[config.mk]
export PLATFORM = sky130hd
export DESIGN_NAME = sha256_compress_iter
export DESIGN_NICKNAME = d
export VERILOG_FILES = /design/src/rtl/sha256_pkg.sv /design/src/rtl/sha256_round.sv /design/src/rtl/sha256_compress_iter.sv
export SDC_FILE = /design/constraint.sdc
export NUM_CORES = 2
export LEC_CHECK = 0
export ABC_AREA = 1
export BUFFER_PORTS_ARGS = -buffer_cell sky130_fd_sc_hd__buf_2
export CAP_MARGIN = 20
export CORE_UTILIZATION = 40
export DETAILED_ROUTE_END_ITERATION = 12
export SYNTH_ARGS = -nofsm -noshare
export SYNTH_HDL_FRONTEND = slang
export SYNTH_SLANG_ARGS = --single-unit
[constraint.sdc]
create_clock -name clk -period 15.62 [get_ports clk]
set_input_delay 0 -clock clk [delete_from_list [all_inputs] [get_ports clk]]
set_output_delay 0 -clock clk [all_outputs]
set_load 0.1 [all_outputs]
[src/rtl/sha256_pkg.sv]
// Shared SHA-256 types, round constants, initial hash value and the
// bitwise helper functions used by the compression engine.
package sha256_pkg;

  typedef logic [31:0] word_t;

  // Working variables a..h; a sits in the top word so the packing matches
  // in_chain/out_digest directly.
  typedef struct packed {
    word_t a;
    word_t b;
    word_t c;
    word_t d;
    word_t e;
    word_t f;
    word_t g;
    word_t h;
  } work_t;

  // 16-word message schedule window; index 0 is the oldest word.
  typedef logic [15:0][31:0] win_t;

  typedef enum logic [1:0] {
    S_IDLE  = 2'd0,
    S_RUN   = 2'd1,
    S_FINAL = 2'd2,
    S_DONE  = 2'd3
  } state_e;

  localparam logic [255:0] IV = 256'h6a09e667_bb67ae85_3c6ef372_a54ff53a_510e527f_9b05688c_1f83d9ab_5be0cd19;

  localparam word_t K [0:63] = '{
    32'h428a2f98, 32'h71374491, 32'hb5c0fbcf, 32'he9b5dba5, 32'h3956c25b, 32'h59f111f1, 32'h923f82a4, 32'hab1c5ed5,
    32'hd807aa98, 32'h12835b01, 32'h243185be, 32'h550c7dc3, 32'h72be5d74, 32'h80deb1fe, 32'h9bdc06a7, 32'hc19bf174,
    32'he49b69c1, 32'hefbe4786, 32'h0fc19dc6, 32'h240ca1cc, 32'h2de92c6f, 32'h4a7484aa, 32'h5cb0a9dc, 32'h76f988da,
    32'h983e5152, 32'ha831c66d, 32'hb00327c8, 32'hbf597fc7, 32'hc6e00bf3, 32'hd5a79147, 32'h06ca6351, 32'h14292967,
    32'h27b70a85, 32'h2e1b2138, 32'h4d2c6dfc, 32'h53380d13, 32'h650a7354, 32'h766a0abb, 32'h81c2c92e, 32'h92722c85,
    32'ha2bfe8a1, 32'ha81a664b, 32'hc24b8b70, 32'hc76c51a3, 32'hd192e819, 32'hd6990624, 32'hf40e3585, 32'h106aa070,
    32'h19a4c116, 32'h1e376c08, 32'h2748774c, 32'h34b0bcb5, 32'h391c0cb3, 32'h4ed8aa4a, 32'h5b9cca4f, 32'h682e6ff3,
    32'h748f82ee, 32'h78a5636f, 32'h84c87814, 32'h8cc70208, 32'h90befffa, 32'ha4506ceb, 32'hbef9a3f7, 32'hc67178f2
  };

  function automatic word_t rotr(input word_t x, input int n);
    return (x >> n) | (x << (32 - n));
  endfunction

  function automatic word_t ch(input word_t e, input word_t f, input word_t g);
    return (e & f) ^ (~e & g);
  endfunction

  function automatic word_t maj(input word_t a, input word_t b, input word_t c);
    return (a & b) ^ (a & c) ^ (b & c);
  endfunction

  function automatic word_t bsig0(input word_t x);
    return rotr(x, 2) ^ rotr(x, 13) ^ rotr(x, 22);
  endfunction

  function automatic word_t bsig1(input word_t x);
    return rotr(x, 6) ^ rotr(x, 11) ^ rotr(x, 25);
  endfunction

  function automatic word_t ssig0(input word_t x);
    return rotr(x, 7) ^ rotr(x, 18) ^ (x >> 3);
  endfunction

  function automatic word_t ssig1(input word_t x);
    return rotr(x, 17) ^ rotr(x, 19) ^ (x >> 10);
  endfunction

  // Word-wise modular sum of two chaining values (final feed-forward).
  function automatic work_t add_state(input work_t x, input work_t y);
    work_t r;
    r.a = x.a + y.a;
    r.b = x.b + y.b;
    r.c = x.c + y.c;
    r.d = x.d + y.d;
    r.e = x.e + y.e;
    r.f = x.f + y.f;
    r.g = x.g + y.g;
    r.h = x.h + y.h;
    return r;
  endfunction

endpackage

[src/rtl/sha256_round.sv]
// One combinational SHA-256 round: (a..h, Wt, Kt) -> (a'..h').
module sha256_round
  import sha256_pkg::*;
(
  input  work_t cur,
  input  word_t wt,
  input  word_t kt,
  output work_t nxt
);

  word_t t1;
  word_t t2;

  // Compute T1/T2 and shift the working variables down by one slot
  always_comb begin
    t1    = cur.h + bsig1(cur.e) + ch(cur.e, cur.f, cur.g) + kt + wt;
    t2    = bsig0(cur.a) + maj(cur.a, cur.b, cur.c);
    nxt.a = t1 + t2;
    nxt.b = cur.a;
    nxt.c = cur.b;
    nxt.d = cur.c;
    nxt.e = cur.d + t1;
    nxt.f = cur.e;
    nxt.g = cur.f;
    nxt.h = cur.g;
  end

endmodule

[src/rtl/sha256_compress_iter.sv]
// Iterative SHA-256 compression: one 512-bit block + 256-bit chaining value
// in, updated chaining value out, UNROLL rounds per clock.
module sha256_compress_iter
  import sha256_pkg::*;
#(
  parameter int UNROLL = 1,
  parameter int ROUNDS = 64
) (
  input  logic         clk,
  input  logic         rst_n,
  input  logic         in_valid,
  output logic         in_ready,
  input  logic [511:0] in_block,
  input  logic [255:0] in_chain,
  output logic         out_valid,
  input  logic         out_ready,
  output logic [255:0] out_digest,
  output logic         busy
);

  localparam int TW = $clog2(ROUNDS);
  localparam logic [TW-1:0] LAST_T = TW'(ROUNDS - UNROLL);

  if (!(UNROLL == 1 || UNROLL == 2 || UNROLL == 4 || UNROLL == 8)) begin : g_bad_unroll
    $error("sha256_compress_iter: UNROLL must be 1, 2, 4 or 8");
  end
  if (ROUNDS != 64 || (ROUNDS % UNROLL) != 0) begin : g_bad_rounds
    $error("sha256_compress_iter: ROUNDS must be 64 and a multiple of UNROLL");
  end

  state_e        state_q, state_d;
  work_t         work_q;
  work_t         hsave_q;
  win_t          win_q;
  logic [TW-1:0] t_q;
  logic          out_valid_q;
  logic [255:0]  digest_q;
  logic          accept;

  // Per-stage values along the unrolled round chain
  work_t st [0:UNROLL];
  win_t  wc [0:UNROLL];
  word_t wt [0:UNROLL-1];
  word_t kt [0:UNROLL-1];

  assign in_ready   = rst_n && (state_q == S_IDLE);
  assign accept     = in_valid && in_ready;
  assign busy       = (state_q == S_RUN) || (state_q == S_FINAL);
  assign out_valid  = out_valid_q;
  assign out_digest = digest_q;
  assign st[0]      = work_q;

  // Message schedule: pick or expand Wt per round and slide the window.
  // Before round 16 the window rotates its own words, so after 16 rounds it
  // holds W[t-16]..W[t-1] exactly as the expansion needs.
  always_comb begin
    // NOTE: every combinational output gets a value on every path; a missing
    // default here would infer a latch.
    wc[0] = win_q;
    for (int u = 0; u < UNROLL; u++) begin
      if ((t_q + TW'(u)) < TW'(16)) begin
        wt[u] = wc[u][0];
      end else begin
        wt[u] = ssig1(wc[u][14]) + wc[u][9] + ssig0(wc[u][1]) + wc[u][0];
      end
      kt[u]    = K[t_q + TW'(u)];
      wc[u+1]  = {wt[u], wc[u][15:1]};
    end
  end

  for (genvar u = 0; u < UNROLL; u++) begin : g_round
    sha256_round u_round (
      .cur (st[u]),
      .wt  (wt[u]),
      .kt  (kt[u]),
      .nxt (st[u+1])
    );
  end

  // FSM state register
  always_ff @(posedge clk or negedge rst_n) begin
    // NOTE: clocked state uses non-blocking assignments so every register
    // samples pre-edge values regardless of statement order.
    if (!rst_n) state_q <= S_IDLE;
    else        state_q <= state_d;
  end

  // FSM next-state logic
  always_comb begin
    state_d = state_q;
    unique case (state_q)
      S_IDLE:  if (accept)         state_d = S_RUN;
      S_RUN:   if (t_q == LAST_T)  state_d = S_FINAL;
      S_FINAL:                     state_d = S_DONE;
      S_DONE:  if (out_ready)      state_d = S_IDLE;
      default:                     state_d = S_IDLE;
    endcase
  end

  // Datapath: load, iterate rounds, feed forward, hold result for handshake
  always_ff @(posedge clk or negedge rst_n) begin
    if (!rst_n) begin
      // NOTE: the schedule window is a flop array, not a RAM, so it is reset
      // along with everything else to leave no trace of an aborted block.
      work_q      <= '0;
      hsave_q     <= '0;
      win_q       <= '0;
      t_q         <= '0;
      out_valid_q <= 1'b0;
      digest_q    <= '0;
    end else begin
      unique case (state_q)
        S_IDLE: begin
          if (accept) begin
            work_q  <= work_t'(in_chain);
            hsave_q <= work_t'(in_chain);
            for (int i = 0; i < 16; i++) begin
              win_q[i] <= in_block[511 - 32*i -: 32];
            end
            t_q <= '0;
          end
        end
        S_RUN: begin
          work_q <= st[UNROLL];
          win_q  <= wc[UNROLL];
          t_q    <= t_q + TW'(UNROLL);
        end
        S_FINAL: begin
          digest_q    <= add_state(hsave_q, work_q);
          out_valid_q <= 1'b1;
        end
        S_DONE: begin
          if (out_ready) out_valid_q <= 1'b0;
        end
        default: ;
      endcase
    end
  end

endmodule

Word-level counts from Yosys, hierarchy flattened
Memory sizes are Yosys's and may differ from the RTL's. Index checks and enable logic that the tools add are counted. Widths: inputs -> output; s select.

Bits in registers: 1289. Bits in read-only memories: 2048. Logic and storage cells: 118. Memories kept: 1.

$lt $le $gt $ge: 2. Bitwise gates (word level): 28. Add/subtract/negate cells: 19. Equal/unequal tests: 7. Multiplexer cells: 15. Reduce and logical (&&, ||, !) cells: 10.

Memories: (name not given) (depth 64, width 32, rd ports 1, clocked after memory_dff 0, write ports 0, RTL line sha256_compress_iter.sv:66) `kt[u] = K[t_q + TW'(u)];`.

Operators with widths (number): $pmux 512 s2 (1); $add 32x32->32 (18); $mux 512 (1); $pmux 256 s2 (1); $xor 32x32->32 (9); $mux 256 (1); $and 32x32->32 (5); $mux 32 (3); $not 32->32 (1); $or 10x32->32 (1); $or 13x32->32 (1); $or 14x32->32 (1); $or 15x32->32 (1); $or 19x32->32 (1); $or 21x32->32 (1); $or 25x32->32 (1); $or 26x32->32 (1); $or 30x32->32 (1); $or 7x32->32 (1); $xor 32x22->32 (1); $xor 32x29->32 (1); $pmux 6 s2 (1); $pmux 2 s4 (1); $ge 7x7->1 const B (1); 18 further kinds (26).

Logic depth before layout (Yosys ltp)
Word-level depth: 10. Depth in mapped cells: 48. Depth with buffers taken out: 47.

Cells and area by module
Synthesis repeated with hierarchy kept, for this count alone.

Cell total of the unflattened synthesis: 11933. Area, all modules: 90659.4 um^2.

By module, submodules not included: sha256_compress_iter (cells an instance 10023, area each 77813.4 um^2, seq. area each 32255.9 um^2, times used 1); sha256_round (cells an instance 1910, area each 12846.1 um^2, seq. area each 0.0 um^2, times used 1).

Worst setup path after synthesis
Ideal clock, no wire load.

Path type: flip-flop to flip-flop. From: register win_q (netlist bit wc[436]). To: register work_q (netlist bit st[509]). Path buffers: 1. Data arrival time: 7409 ps. Path slack: 8090 ps. Stages on the path, launching flop included: 41. Clock period less this slack: 7530 ps. Cell sequence: dfrtp_1 -> clkbuf_1 -> xnor2_1 -> xor2_1 -> fa_1 -> fa_1 -> inv_1 -> ha_1 -> fa_1 -> nand2_1 -> nand2_1 -> nand3b_1 -> nand2_1 -> nand3_1 -> nand3_1 -> nand2_1 -> nand2_1 -> or2_2 -> [5 not listed] -> nor4_1 -> a21boi_1 -> o31ai_1 -> nand2_1 -> o211ai_1 -> xor2_1 -> fa_1 -> ha_1 -> a21oi_1 -> nor2_1 -> nor3_1 -> nand3_1 -> a21oi_1 -> o21ai_1 -> nand2_1 -> nand2_1 -> o21ai_1 -> nand2_1.

Longest elaborated chain between the ends: 10. Elaborated cells on any way between the ends: 11. Classes of those cells: add/sub (5); mux (2); bitwise (4).

RTL lines: from (decl) (RTL line sha256_compress_iter.sv:34) `win_t win_q;`; from (signal, indexed assignment) (RTL line sha256_compress_iter.sv:118) `win_q[i] <= in_block[511 - 32*i -: 32];`; from (signal assigned) (RTL line sha256_compress_iter.sv:125) `win_q <= wc[UNROLL];`; $or 13x32->32 / $or 15x32->32 (equally long branches) (RTL line sha256_pkg.sv:44) `return (x >> n) | (x << (32 - n));`; $xor 32x32->32 (RTL line sha256_pkg.sv:68) `return rotr(x, 17) ^ rotr(x, 19) ^ (x >> 10);`; $xor 32x22->32 (*) (RTL line sha256_pkg.sv:68); $add 32x32->32 (*) (3 in a row) (RTL line sha256_compress_iter.sv:64) `wt[u] = ssig1(wc[u][14]) + wc[u][9] + ssig0(wc[u][1]) + wc[u][0];`; $mux 32 (*) (RTL line sha256_compress_iter.sv:61) `if ((t_q + TW'(u)) < TW'(16)) begin`; $add 32x32->32 (*) (RTL line sha256_round.sv:16) `t1 = cur.h + bsig1(cur.e) + ch(cur.e, cur.f, cur.g) + kt + wt;`; $add 32x32->32 (*) (RTL line sha256_round.sv:18) `nxt.a = t1 + t2;`; $pmux 256 s2 (*) (RTL line sha256_compress_iter.sv:112) `unique case (state_q)`; to (signal assigned) (RTL line sha256_compress_iter.sv:115) `work_q <= work_t'(in_chain);`; to (signal assigned) (RTL line sha256_compress_iter.sv:124) `work_q <= st[UNROLL];`; to (decl) (RTL line sha256_compress_iter.sv:32) `work_t work_q;`.

Mark *: on every way between the ends. The rest lies on a longest branch, timed or not. A chain may end at the register's enable or synchronous reset.

Worst setup path in the final report
From: register win_q (netlist bit wc[444]). To: register work_q (netlist bit st[383]).

Longest elaborated chain between the ends: 10. Elaborated cells on any way between the ends: 11. Classes of those cells: add/sub (5); mux (2); bitwise (4).

RTL lines: $or 13x32->32 / $or 15x32->32 (equally long branches) (RTL line sha256_pkg.sv:44); $xor 32x32->32 (RTL line sha256_pkg.sv:68); $xor 32x22->32 (*) (RTL line sha256_pkg.sv:68); $add 32x32->32 (*) (3 in a row) (RTL line sha256_compress_iter.sv:64); $mux 32 (*) (RTL line sha256_compress_iter.sv:61); $add 32x32->32 (*) (RTL line sha256_round.sv:16); $add 32x32->32 (*) (RTL line sha256_round.sv:22) `nxt.e = cur.d + t1;`; $pmux 256 s2 (*) (RTL line sha256_compress_iter.sv:112).

Marked as above.

==> impl_results.md <==
* Result of the run: finished, final reports clean
* Final min period at 9.093 ns
* Top Usage Layer GRT: met2
* Vias per inst at 5.549
* Share of post-route cells with drive strength above 1 at 0.1234
* First-pass GRT wire length at 580.8 mm
* Clk Latency, worst-skew pair at 0.84 ns
* Synth Cell Area at 82420 um^2
* Synth top area share at 0.3914
* Worst hold path stage count at 4
* # fillers at 18.85k
* CTS Buf Count at 153
* Layout Cells excl Fill at 15.41k
* GPL Wtd Cong at 0.9831
* Remaining global-route overflow at 0
* Initial Utilization at 0.4029
* H-Tree Depth at 4
* Area leader, netlist: dfrtp_1
* Pin count of the biggest net entering global routing at 210
* Yosys cell types at 68
* Instance count on the critical path at 36
* Syn Area/Cell at 7.826 um^2
* Area grow syn2layout at 30.89%
* Synth Net Count at 11.91k
* Synth Flop Type: dfrtp_1
* Drt wl/cell at 26.07 um
* Setup crit start kind: flop
* Relative slew margins at 0.1508
* Max Freq at 0.1100 GHz
* Async SR Flop Fraction at 1.000
* Clock root buffer: clkbuf_16
* Slowest-stage cell, CP: a2111oi_0
* YS warnings at 0
* Die area at 207900 um^2
* Pre-antenna DRT Iters at 9
* Sequential-to-total area share from yosys stat at 0.3914
* Layout Nets at 13.92k
* Post-Synthesis Cells at 10.53k
* WP buf/inv at 3
* Worst min-delay path category: in2reg
* Routed WL at 401.6 mm
* DR iter-0 viols at 9087
* Clk sinks at 1289
* I/O Buffers at 1030
* Most used cell, CP: nand2_1
* CP top delay family: compound AO/OA/AOI/OAI gates
* Clk slew on worst S/H paths at 0.06 ns
* CTS tree: built
* Die Height at 455.9 um
* Worst path required time at 16.34 ns
* RSZ-0062 raised after global routing: false
* Crit end category: flop
* Post-Place Cells at 13.80k
* CTS max path bufs at 3
* Setup_tns at 0 ns
* Synth area leaders: dfrtp_1 (39%), nand2_1 (15%), ha_1 (6.3%), fa_1 (4.8%), o21ai_0 (4.7%)
* Critical path class: reg2reg
* Core Box Area at 204600 um^2
* Vias at 85.50k
* Fin util at 0.5273
* Final Max Slew Viols at 0
* Pre-CTS WS at 6.544 ns
* # rows at 166
* Final hold vios at 0
* I/O Pins at 1031
* Post-CTS Hold Buffers at 1269
* Post-synth EDFFs at 0
* Post-DP HPWL at 300.0 mm
* M2 GR Usage at 0.6022
* Seq. cell area at 32260 um^2
* Worst-margin pin slew at 1.274 ns
* Vias in the first global route at 85.59k
* Met1 Resource Use GR at 0.4736
* Crit-path max FO at 5
* Max-cap violations at 0
* Die Span X at 455.9 um
* CP peak stage delay at 0.66 ns
* Post_cts resized at 0
* GRT Resource Usage Total at 0.3785
* Area taken by multi-input logic gates at 44400 um^2
* Synth Register Bits at 1289
* Antenna violations before repair at 55
* Worst R2R Path Depth at 36
* Period utilization at 0.5821
* Drc violations at 0
* Worst Skew at 0.06816 ns
* Setup bufs post-CTS at 0
* Setup ws final at 6.527 ns
* CP arrival at 9.81 ns
* Setup violations, final at 0
* GR met3 Demand/Resource at 0.06073
* Antenna-violating nets left at 0
## logic make-up (layout without fill, tap and decap cells)
| kind of cell | Yosys count | count (layout) | synth area share |
|---|---|---|---|
| adder cells (fa/ha/maj) | 609 | 609 | 0.1104 |
| buffers and inverters | 1519 | 3654 | 0.07064 |
| other | 0 | 53 | 0 |
| flip-flops | 1289 | 1289 | 0.3914 |
| AO/OA/AOI/OAI | 2141 | 2141 | 0.1566 |
| XOR/XNOR | 468 | 468 | 0.04982 |
| AND/OR/NAND/NOR | 4505 | 4505 | 0.2212 |
## cell usage in the layout (no fill, tap or decap), types with 14 or more instances in the layout
cell type	instances
nand2_2	16
a21oi_1	482
o21a_1	20
nand3_2	18
dlygate4sd3_1	1268
o221ai_1	38
clkbuf_8	34
o22ai_1	15
o211ai_1	212
nor3_1	53
a31oi_1	117
fa_1	197
o21ai_1	55
nand4_1	54
buf_4	70
or2_2	62
dfrtp_1	1288
clkbuf_1	32
nor4_1	28
xor2_1	253
nand3_1	459
ha_1	410
nor2_1	446
a21o_1	25
o21bai_1	31
clkinv_2	18
o21ai_0	771
a221oi_1	22
xnor2_1	214
nand2_1	3312
inv_1	970
inv_2	20
a21oi_2	38
nand3b_1	19
buf_2	1029
bufinv_16	14
diode_2	53
a22oi_1	223
clkbuf_16	153
## sequential cells by signal, summed over array words and instances (netlist names)
register and count:
wc 512, t_q 6, out_digest 256, hsave_q 256
out_valid 1, state_q 2, st 256
## area by class of cell
cell class                      count  area share
Multi-Input combinational cell   7723      0.4116
Sequential cell                  1289      0.2990
Timing Repair Buffer             2378      0.1727
Clock buffer                      219     0.04094
Inverter                          997     0.03498
Tap cell                         2688     0.03118
Clock inverter                     60    0.008397
Antenna cell                       53    0.001229
## Yosys cell counts (all sizes together), types with 2 or more instances
library cell and number:
and3 3, a21oi 523, a22oi 223, o211ai 212
a2111oi 2, a21boi 8, o311ai 3, o21ai 837
o2111ai 3, nand2 3330, dfrtp 1289, and2 3
a32o 6, a221o 4, a211oi 8, o32ai 4
nand3b 19, a22o 6, a31oi 117, fa 197
o221a 2, ha 412, clkbuf 410, o22ai 15
o21a 20, xnor2 215, a21o 25, a32oi 3
o31ai 13, inv 997, o21bai 40, nor4 29
o221ai 38, nand4 54, or2 81, buf 112
xor2 253, a221oi 22, a31o 4, nor2 452
nand3 477, nor3 53, or3 2
## path summary, 6_finish.rpt
path                         startpoint            to  slack (ns)
max                             wc[444]       st[383]        6.53
min                        in_block[94]       wc[414]        0.03
max reg2reg                     wc[444]       st[383]        6.53
min reg2reg                     wc[377]       wc[345]        0.46
max in group asynchronous         rst_n       wc[308]       11.23
min in group asynchronous         rst_n  hsave_q[143]        0.37
## worst reg2reg max path, delay by kind of cell (launching register included)
kind                       cells  cell delay [ns]
adders and majority gates      6             2.70
xor gates and xnor gates       4             1.16
buffers and inverters          3             0.17
DFF                            1             0.50
AOI/OAI and AO/OA             10             3.14
and+or+nand+nor               13             1.36
## metrics by stage
| step | hold slack, ns | area, um^2 |
|---|---|---|
| 6_report | 0.02791 | 107900 |
| 5_1_grt | 0.005266 | 107900 |
| 4_1_cts | 0.00005140 | 107600 |
| 3_5_place_dp | -0.09516 | 89590 |
| 3_3_place_gp | -0.09993 | 89570 |
| 2_1_floorplan | -0.2956 | 82420 |
## per-layer routing
layer | wire length [um] | part of all wire
met4 | 31760 | 0.079
met1 | 160700 | 0.40
met5 | 37 | 0.000092
met2 | 182100 | 0.45
met3 | 27070 | 0.067
Power is left out: the tool's default activity adds up to more than one toggle a clock period on the data nets, which glitch-free logic cannot reach.
